==> src/rtl/param_counter.sv <==
// param_counter: parametrised up/down modulo-MODULUS counter with enable,
// synchronous clear, clamped parallel load, wrap/saturate boundary handling,
// an input prescaler, a one-cycle terminal-count pulse and a sticky overflow
// flag. The default parameters give a plain 4-bit mod-16 up-counter.
module param_counter #(
    parameter int WIDTH    = 4,
    parameter int MODULUS  = 16,
    parameter int PRESCALE = 1
) (
    input  logic             clk,
    input  logic             rst_n,
    input  logic             en,
    input  logic             clr,
    input  logic             load,
    input  logic [WIDTH-1:0] load_val,
    input  logic             dir,
    input  logic             sat,
    output logic [WIDTH-1:0] out,
    output logic             tc,
    output logic             ovf
);

    // Prescaler phase needs at least one bit even when PRESCALE is 1.
    localparam int PS_W = (PRESCALE > 1) ? $clog2(PRESCALE) : 1;
    localparam logic [PS_W-1:0]  PS_LAST = PS_W'(PRESCALE - 1);
    localparam logic [WIDTH-1:0] MAX_V   = WIDTH'(MODULUS - 1);

    // Reject parameter sets that would give an empty or unrepresentable range.
    generate
        if ((MODULUS < 2) || (64'(MODULUS) > (64'd1 << WIDTH)) || (PRESCALE < 1)) begin : g_bad_params
            $error("param_counter: illegal parameters (need 2 <= MODULUS <= 2**WIDTH, PRESCALE >= 1)");
        end
    endgenerate

    logic [WIDTH-1:0] out_r;
    logic [WIDTH-1:0] out_nxt_s;
    logic [PS_W-1:0]  ps_r;
    logic [PS_W-1:0]  ps_nxt_s;
    logic             tc_r;
    logic             tc_nxt_s;
    logic             ovf_r;
    logic             ovf_nxt_s;
    logic             boundary_s;

    // A step is a boundary event when it would leave the 0..MODULUS-1 range.
    always_comb begin
        boundary_s = 1'b0;
        if (dir) begin
            boundary_s = (out_r == MAX_V);
        end else begin
            boundary_s = (out_r == {WIDTH{1'b0}});
        end
    end

    // Next-state selection with priority clear > load > step > hold.
    always_comb begin
        out_nxt_s = out_r;
        ps_nxt_s  = ps_r;
        tc_nxt_s  = 1'b0;
        ovf_nxt_s = ovf_r;
        if (clr) begin
            out_nxt_s = {WIDTH{1'b0}};
            ps_nxt_s  = {PS_W{1'b0}};
            ovf_nxt_s = 1'b0;
        end else if (load) begin
            // Out-of-range load values clamp to the top of the count range.
            if (load_val > MAX_V) begin
                out_nxt_s = MAX_V;
            end else begin
                out_nxt_s = load_val;
            end
            ps_nxt_s = {PS_W{1'b0}};
        end else if (en) begin
            if (ps_r == PS_LAST) begin
                ps_nxt_s = {PS_W{1'b0}};
                if (boundary_s) begin
                    // A held saturating step is still a boundary event.
                    tc_nxt_s  = 1'b1;
                    ovf_nxt_s = 1'b1;
                    if (sat) begin
                        out_nxt_s = out_r;
                    end else if (dir) begin
                        out_nxt_s = {WIDTH{1'b0}};
                    end else begin
                        out_nxt_s = MAX_V;
                    end
                end else if (dir) begin
                    out_nxt_s = out_r + WIDTH'(1);
                end else begin
                    out_nxt_s = out_r - WIDTH'(1);
                end
            end else begin
                ps_nxt_s = ps_r + PS_W'(1);
            end
        end else begin
            out_nxt_s = out_r;
            ps_nxt_s  = ps_r;
        end
    end

    // State registers; reset discards all count and prescaler progress.
    always_ff @(posedge clk or negedge rst_n) begin
        if (!rst_n) begin
            out_r <= {WIDTH{1'b0}};
            ps_r  <= {PS_W{1'b0}};
            tc_r  <= 1'b0;
            ovf_r <= 1'b0;
        end else begin
            out_r <= out_nxt_s;
            ps_r  <= ps_nxt_s;
            tc_r  <= tc_nxt_s;
            ovf_r <= ovf_nxt_s;
        end
    end

    assign out = out_r;
    assign tc  = tc_r;
    assign ovf = ovf_r;

endmodule

==> config.mk <==
export PLATFORM = sky130hd
export DESIGN_NAME = param_counter
export DESIGN_NICKNAME = d
export VERILOG_FILES = /design/src/rtl/param_counter.sv
export SDC_FILE = /design/constraint.sdc
export NUM_CORES = 1
export LEC_CHECK = 0
export BUFFER_PORTS_ARGS = -buffer_cell sky130_fd_sc_hd__clkbuf_2
export CORE_AREA = 8 8 45 47
export CTS_BUF_LIST = sky130_fd_sc_hd__clkbuf_4 sky130_fd_sc_hd__clkbuf_8
export DETAILED_ROUTE_END_ITERATION = 7
export DIE_AREA = 0 0 53 55
export PLACE_DENSITY = 0.72
export SLEW_MARGIN = 20
export SYNTH_ARGS = -nofsm -noshare
export SYNTH_HDL_FRONTEND = slang
export SYNTH_SLANG_ARGS = --single-unit
==> constraint.sdc <==
create_clock -name clk -period 2 [get_ports clk]
set_clock_uncertainty 0.1 [all_clocks]
set_input_delay 0.2 -clock clk [delete_from_list [all_inputs] [get_ports clk]]
set_output_delay 0.2 -clock clk [all_outputs]
set_load 0.03 [all_outputs]
==> results of run 1 <==
-- per-stage QoR --
stage               utilization  setup WS, ns  power [mW]  instances  instance area (µm²)
floorplan                     -         0.231       0.244         51                  484
global placement          0.422         0.265       0.290         83                  584
detailed placement        0.422         0.206       0.294         83                  584
CTS                       0.446         0.206       0.416         87                  617
global route              0.446        0.0870       0.444         87                  617
finish                    0.446         0.227       0.412         87                  617
-- layer usage --
metal	part of all wire	vias up
met1	0.45	220
met4	0.025	0
met2	0.47	19
met3	0.052	4
li1	-	233
met5	0	-
-- registers in the layout, summed over array words and instances (netlist names) --
register / flops
ovf: 1
tc: 1
out: 4
-- worst paths after layout --
check                      cells after the start            endpoint                from  slack, ns
max                                            4  out[0]$_DFFE_PN0P_  out[1]$_DFFE_PN0P_       0.23
max in group asynchronous                      2        tc$_DFF_PN0_               rst_n       1.42
max reg2reg                                    4  out[0]$_DFFE_PN0P_  out[1]$_DFFE_PN0P_       0.23
min reg2reg                                    1     ovf$_DFFE_PN0P_     ovf$_DFFE_PN0P_       0.39
min                                            2  out[0]$_DFFE_PN0P_                 clr       0.11
min in group asynchronous                      2  out[3]$_DFFE_PN0P_               rst_n       0.21
-- synthesized netlist by cell type --
cell      instances  area (µm²)
o31ai_4           1        21.3
o21ai_2           1        8.76
nand3_1           3        15.0
nor2_1            2        7.51
o21a_1            1        7.51
a32o_1            1        10.0
or2_2             1        6.26
dfrtp_1           6         150
a311oi_2          1        15.0
ha_1              2        25.0
inv_1             6        22.5
a31oi_1           2        12.5
nand2b_1          1        6.26
o31ai_1           2        15.0
o21ai_0           4        20.0
or3_4             1        11.3
mux2i_1           1        10.0
and3_1            2        12.5
o211ai_1          3        22.5
and4_1            1        8.76
and2_1            2        12.5
xor2_1            2        17.5
a21o_1            1        7.51
a21oi_1           2        10.0
o41ai_1           1        8.76
fa_1              1        20.0
-- what timing repair did --
action,CTS,global route
setup endpoints to repair,0,0
hold endpoints to repair,6,0
hold buffers,1,0
-- power breakdown --
part           total, mW  internal, mW  leakage [nW]  switching [mW]
Sequential         0.148         0.132        0.0792          0.0164
Combinational      0.145        0.0574         0.207          0.0877
Clock              0.119        0.0683        0.0138          0.0503
-- final cells by class --
cell class	instances	area (µm²)	area share
Sequential cell	6	150	0.243
Inverter	6	22.5	0.0365
Clock buffer	3	22.5	0.0365
Multi-Input combinational cell	39	312	0.505
Timing Repair Buffer	17	90.1	0.146
Tap cell	16	20.0	0.0325
-- cell families after synthesis --
logic type / after synthesis / share of synthesized area
AND/OR/NAND/NOR: 13 / 0.165
buffers and inverters: 6 / 0.0465
XOR/XNOR: 2 / 0.0362
multiplexers: 1 / 0.0207
flip-flops: 6 / 0.310
AO/OA/AOI/OAI: 20 / 0.328
adder cells (fa/ha/maj): 3 / 0.0930
-- worst register-to-register path: cells and delay by family, from the launching register on --
| family | cells | cell delay [ns] |
|---|---|---|
| AOI/OAI and AO/OA | 3 | 0.68 |
| and+or+nand+nor | 1 | 0.45 |
| DFF | 1 | 0.44 |
==> results.sh, run 1 <==
export IMPL_synth_seq_cells=6
export IMPL_min_period_ns=1.77
export IMPL_track_usage=0.107
export IMPL_hold_path_class="in -> reg"
export IMPL_numCtsBuffers=3
export IMPL_end_kind="flop"
export IMPL_rows=14
export IMPL_synthesis_nets=65
export IMPL_top_usage_layer="met2"
export IMPL_start_util=0.350
export IMPL_cp_slowest_stage_delay_ns=0.45
export IMPL_cts_tree="done"
export IMPL_fin_nets=87
export IMPL_routed_via_density=5.47
export IMPL_rsz0062_at_grt="no"
export IMPL_cts_resized=0
export IMPL_critPathBufInv=0
export IMPL_num_antenna_cells=0
export IMPL_drv_slew=0
export IMPL_gp_congestion=0.777
export IMPL_max_freq_mhz=564
export IMPL_start_kind="flop"
export IMPL_cp_required_ns=2.05
export IMPL_slew_headroom=0.750
export IMPL_first_global_vias=487
export IMPL_clk_latency_ns=0.25
export IMPL_setup_viol=0
export IMPL_fin_crit_sh=0.886
export IMPL_htreeDepth=1
export IMPL_layout_commonest_cell="clkbuf_2"
export IMPL_yosysUniqueCellTypes=26
export IMPL_fillers=145
export IMPL_gr_usage_met2=0.172
export IMPL_clk_pin_slew_ns=0.05
export IMPL_fp_dieArea_mm2=0.00292
export IMPL_critPathSlowestCell="or3_4"
export IMPL_area_growth_synth_to_final_pct=27.4
export IMPL_cts_root_buf="clkbuf_4"
export IMPL_antenna_found_initial=0
export IMPL_drtIter0Drc=12
export IMPL_final_cell_mix="16 x clkbuf_2, 6 x inv_1, 6 x dfrtp_1"
export IMPL_crit_path_cell_trace="or3_4, o31ai_4, o21ai_2, a311oi_2"
export IMPL_grt_overflow_total=0
export IMPL_die_x_um=53
export IMPL_port_buffers=16
export IMPL_postSynthAreaPerCell_um2=9.49
export IMPL_wl_per_cell_um=15.8
export IMPL_ios=17
export IMPL_syn_inst=51
export IMPL_met1_usage=0.120
export IMPL_grt_max_degree=7
export IMPL_peakVddDrop_mv=0.217
export IMPL_cts_setup_buffers=0
export IMPL_clockBufferDepth=2
export IMPL_status="finished clean"
export IMPL_met3_usage=0.0321
export IMPL_vias=476
export IMPL_grt_pass1_wl_um=2280
export IMPL_drtAntennaViolNets=0
export IMPL_layout_drive_gt1_share=0.338
export IMPL_hold_viol=0
export IMPL_yosysSeqAreaShare=0.310
export IMPL_path_class="reg -> reg"
export IMPL_synth_warnings=0
export IMPL_cts_sinks=6
export IMPL_fp_dieH_um=55
export IMPL_worst_path_max_fanout=6
export IMPL_hold_ws_ns=0.114
export IMPL_leakagePower_nw=0.300
export IMPL_dp_hpwl_um=1120
export IMPL_critical_path_arrival_ns=1.83
export IMPL_critical_path_top_delay_family="compound AO/OA/AOI/OAI gates"
export IMPL_drtPass1Iterations=4
export IMPL_powerDensity_mw_per_mm2=668
export IMPL_core_mm2=0.00138
export IMPL_maxCapViolCount=0
export IMPL_finalSetupTns_ns=0
export IMPL_remaining_drc_errors=0
export IMPL_synthesis_area_um2=484
export IMPL_worst_slew_pin_transition_ns=0.374
export IMPL_drt_total_wl_um=1380
Note: power is estimated with default switching activity, not from simulation.
==> inputs of run 2 (changes only) <==
--- a/config.mk
+++ b/config.mk
@@ -6,11 +6,14 @@
 export NUM_CORES = 1
 export LEC_CHECK = 0
 export BUFFER_PORTS_ARGS = -buffer_cell sky130_fd_sc_hd__clkbuf_2
-export CORE_AREA = 8 8 45 47
+export CELL_PAD_IN_SITES_DETAIL_PLACEMENT = 0
+export CELL_PAD_IN_SITES_GLOBAL_PLACEMENT = 1
+export CORE_MARGIN = 8
+export CORE_UTILIZATION = 36
 export CTS_BUF_LIST = sky130_fd_sc_hd__clkbuf_4 sky130_fd_sc_hd__clkbuf_8
+export CTS_CLUSTER_SIZE = 30
 export DETAILED_ROUTE_END_ITERATION = 7
-export DIE_AREA = 0 0 53 55
-export PLACE_DENSITY = 0.72
+export PLACE_DENSITY = 0.89
 export SLEW_MARGIN = 20
 export SYNTH_ARGS = -nofsm -noshare
 export SYNTH_HDL_FRONTEND = slang
==> run 2 against run 1 <==
Routed wire length is 15% lower. Fmax is 1.6% higher. Final cell count stayed put. Critical path type unchanged. Core utilization is 3.9 points higher. Register-to-register slack better by 0.03 ns. Global-route usage is 1.3 points lower.
==> results.sh, run 2 (synthesized netlist as in run 1, its figures left out) <==
export IMPL_worstHoldEndpoint="out[0]$_DFFE_PN0P_"
export IMPL_max_freq_mhz=573
export IMPL_first_global_vias=444
export IMPL_status="finished clean"
export IMPL_clockBufferDepth=2
export IMPL_worstReg2RegStart="out[1]$_DFFE_PN0P_"
export IMPL_cp_required_ns=2.02
export IMPL_swShare=0.355
export IMPL_cts_setup_buffers=0
export IMPL_worst_path_max_fanout=6
export IMPL_dp_hpwl_um=970
export IMPL_powerDensity_mw_per_mm2=645
export IMPL_cts_sinks=6
export IMPL_fillers=134
export IMPL_port_buffers=16
export IMPL_hold_path_class="in -> reg"
export IMPL_ios=17
export IMPL_htreeDepth=1
export IMPL_fp_dieArea_mm2=0.00277
export IMPL_cts_tree="done"
export IMPL_drv_slew=0
export IMPL_final_cell_mix="16 x clkbuf_2, 6 x inv_1, 6 x dfrtp_1"
export IMPL_rsz0062_at_grt="no"
export IMPL_critical_path_arrival_ns=1.76
export IMPL_seqPwrFrac=0.361
export IMPL_whs_path_depth=2
export IMPL_seq_area_um2=150
export IMPL_p_sw_mw=0.143
export IMPL_p_int_mw=0.259
export IMPL_hold_start="clr"
export IMPL_start_kind="flop"
export IMPL_grt_pass1_wl_um=2020
export IMPL_rrSetupSlack_ns=0.25
export IMPL_setup_viol=0
export IMPL_slew_headroom=0.772
export IMPL_vias=470
export IMPL_remaining_drc_errors=0
export IMPL_start_util=0.377
export IMPL_multi_input_area_um2=312
export IMPL_area_growth_synth_to_final_pct=28.7
export IMPL_gp_congestion=0.867
export IMPL_clk_latency_ns=0.24
export IMPL_peakVddDrop_mv=0.196
export IMPL_cts_root_buf="clkbuf_4"
export IMPL_largest_register_ffs=4
export IMPL_fin_crit_sh=0.873
export IMPL_reg2reg_depth=4
export IMPL_path_class="reg -> reg"
export IMPL_core_mm2=0.00128
export IMPL_drtAntennaViolNets=0
export IMPL_r2r_end="out[1]$_DFFE_PN0P_"
export IMPL_clk_pin_slew_ns=0.04
export IMPL_fin_nets=88
export IMPL_numCtsBuffers=3
export IMPL_num_antenna_cells=0
export IMPL_crit_start="out[1]$_DFFE_PN0P_"
export IMPL_drtPass1Iterations=4
export IMPL_grt_overflow_total=0
export IMPL_power_frac_clock=0.273
export IMPL_routed_via_density=5.40
export IMPL_die_x_um=52.7
export IMPL_hold_viol=0
export IMPL_rows=13
export IMPL_layout_drive_gt1_share=0.347
export IMPL_wl_per_cell_um=13.5
export IMPL_combPwrFrac=0.367
export IMPL_end_kind="flop"
export IMPL_fp_dieH_um=52.7
export IMPL_drtIter0Drc=12
export IMPL_hold_ws_ns=0.0992
export IMPL_finalSetupTns_ns=0
export IMPL_worst_slew_pin_transition_ns=0.341
export IMPL_maxCapViolCount=0
export IMPL_leakagePower_nw=0.305
export IMPL_layout_commonest_cell="clkbuf_2"
export IMPL_min_period_ns=1.75
export IMPL_grt_max_degree=7
export IMPL_track_usage=0.0940
export IMPL_drt_total_wl_um=1170
export IMPL_antenna_found_initial=0
-- run 2: cell types whose count changed in the layout (fill, tap and decap cells not counted), sizes merged --
cell  change
buf       +1
-- run 2: power groups by stage --
stage                     sequential [mW]  combinational [mW]  clock, mW
after floorplan                     0.167              0.0766          0
after global placement              0.147               0.147          0
after detailed placement            0.147               0.146          0
after CTS                           0.145               0.149      0.112
after global routing                0.147               0.164      0.119
final                               0.145               0.147      0.110
-- run 2: repair_timing --
| item | 4_1_cts | 5_1_grt |
|---|---|---|
| hold endpoints to repair | 6 | 0 |
| gates resized for setup | 0 | 0 |
| hold buffers | 1 | 0 |
-- run 2: metrics by stage --
stage | cells | power (mW) | area, µm² | utilization | worst slack (ns)
2_1_floorplan | 51 | 0.244 | 484 | - | 0.231
3_3_place_gp | 83 | 0.294 | 591 | 0.460 | 0.216
3_5_place_dp | 83 | 0.294 | 591 | 0.460 | 0.267
4_1_cts | 87 | 0.406 | 623 | 0.485 | 0.260
5_1_grt | 87 | 0.430 | 623 | 0.485 | 0.0931
6_report | 87 | 0.402 | 623 | 0.485 | 0.255
-- run 2: critical path: stages (launching register included) --
cell and delay (ns):
dfrtp_1 0.44, or3_4 0.45, o31ai_4 0.34, o21a_1 0.20, o31ai_1 0.08
-- run 2: per-layer routing --
layer | vias to the layer above | wire [µm] | part of all wire | GRT usage
li1 | 239 | - | - | -
met1 | 215 | 498 | 0.42 | 0.125
met2 | 16 | 563 | 0.48 | 0.136
met3 | 0 | 113 | 0.096 | 0.0199
met4 | 0 | 0 | 0 | 0.0517
met5 | - | 0 | 0 | 0
-- run 2: worst max-delay path by stage --
stage / endpoint / depth (start not counted)
finish: out[1]$_DFFE_PN0P_ / 4
global route: out[3]$_DFFE_PN0P_ / 5
CTS: out[1]$_DFFE_PN0P_ / 4
detailed placement: out[1]$_DFFE_PN0P_ / 4
global placement: out[0]$_DFFE_PN0P_ / 4
floorplan: out[0]$_DFFE_PN0P_ / 4
-- run 2: cell type report --
type	instances	share of cell area
multi-input cells	39	0.500
inverters	6	0.0361
clock buffers	3	0.0361
flip-flops and latches	6	0.241
repair buffers	18	0.157
well taps	15	0.0301
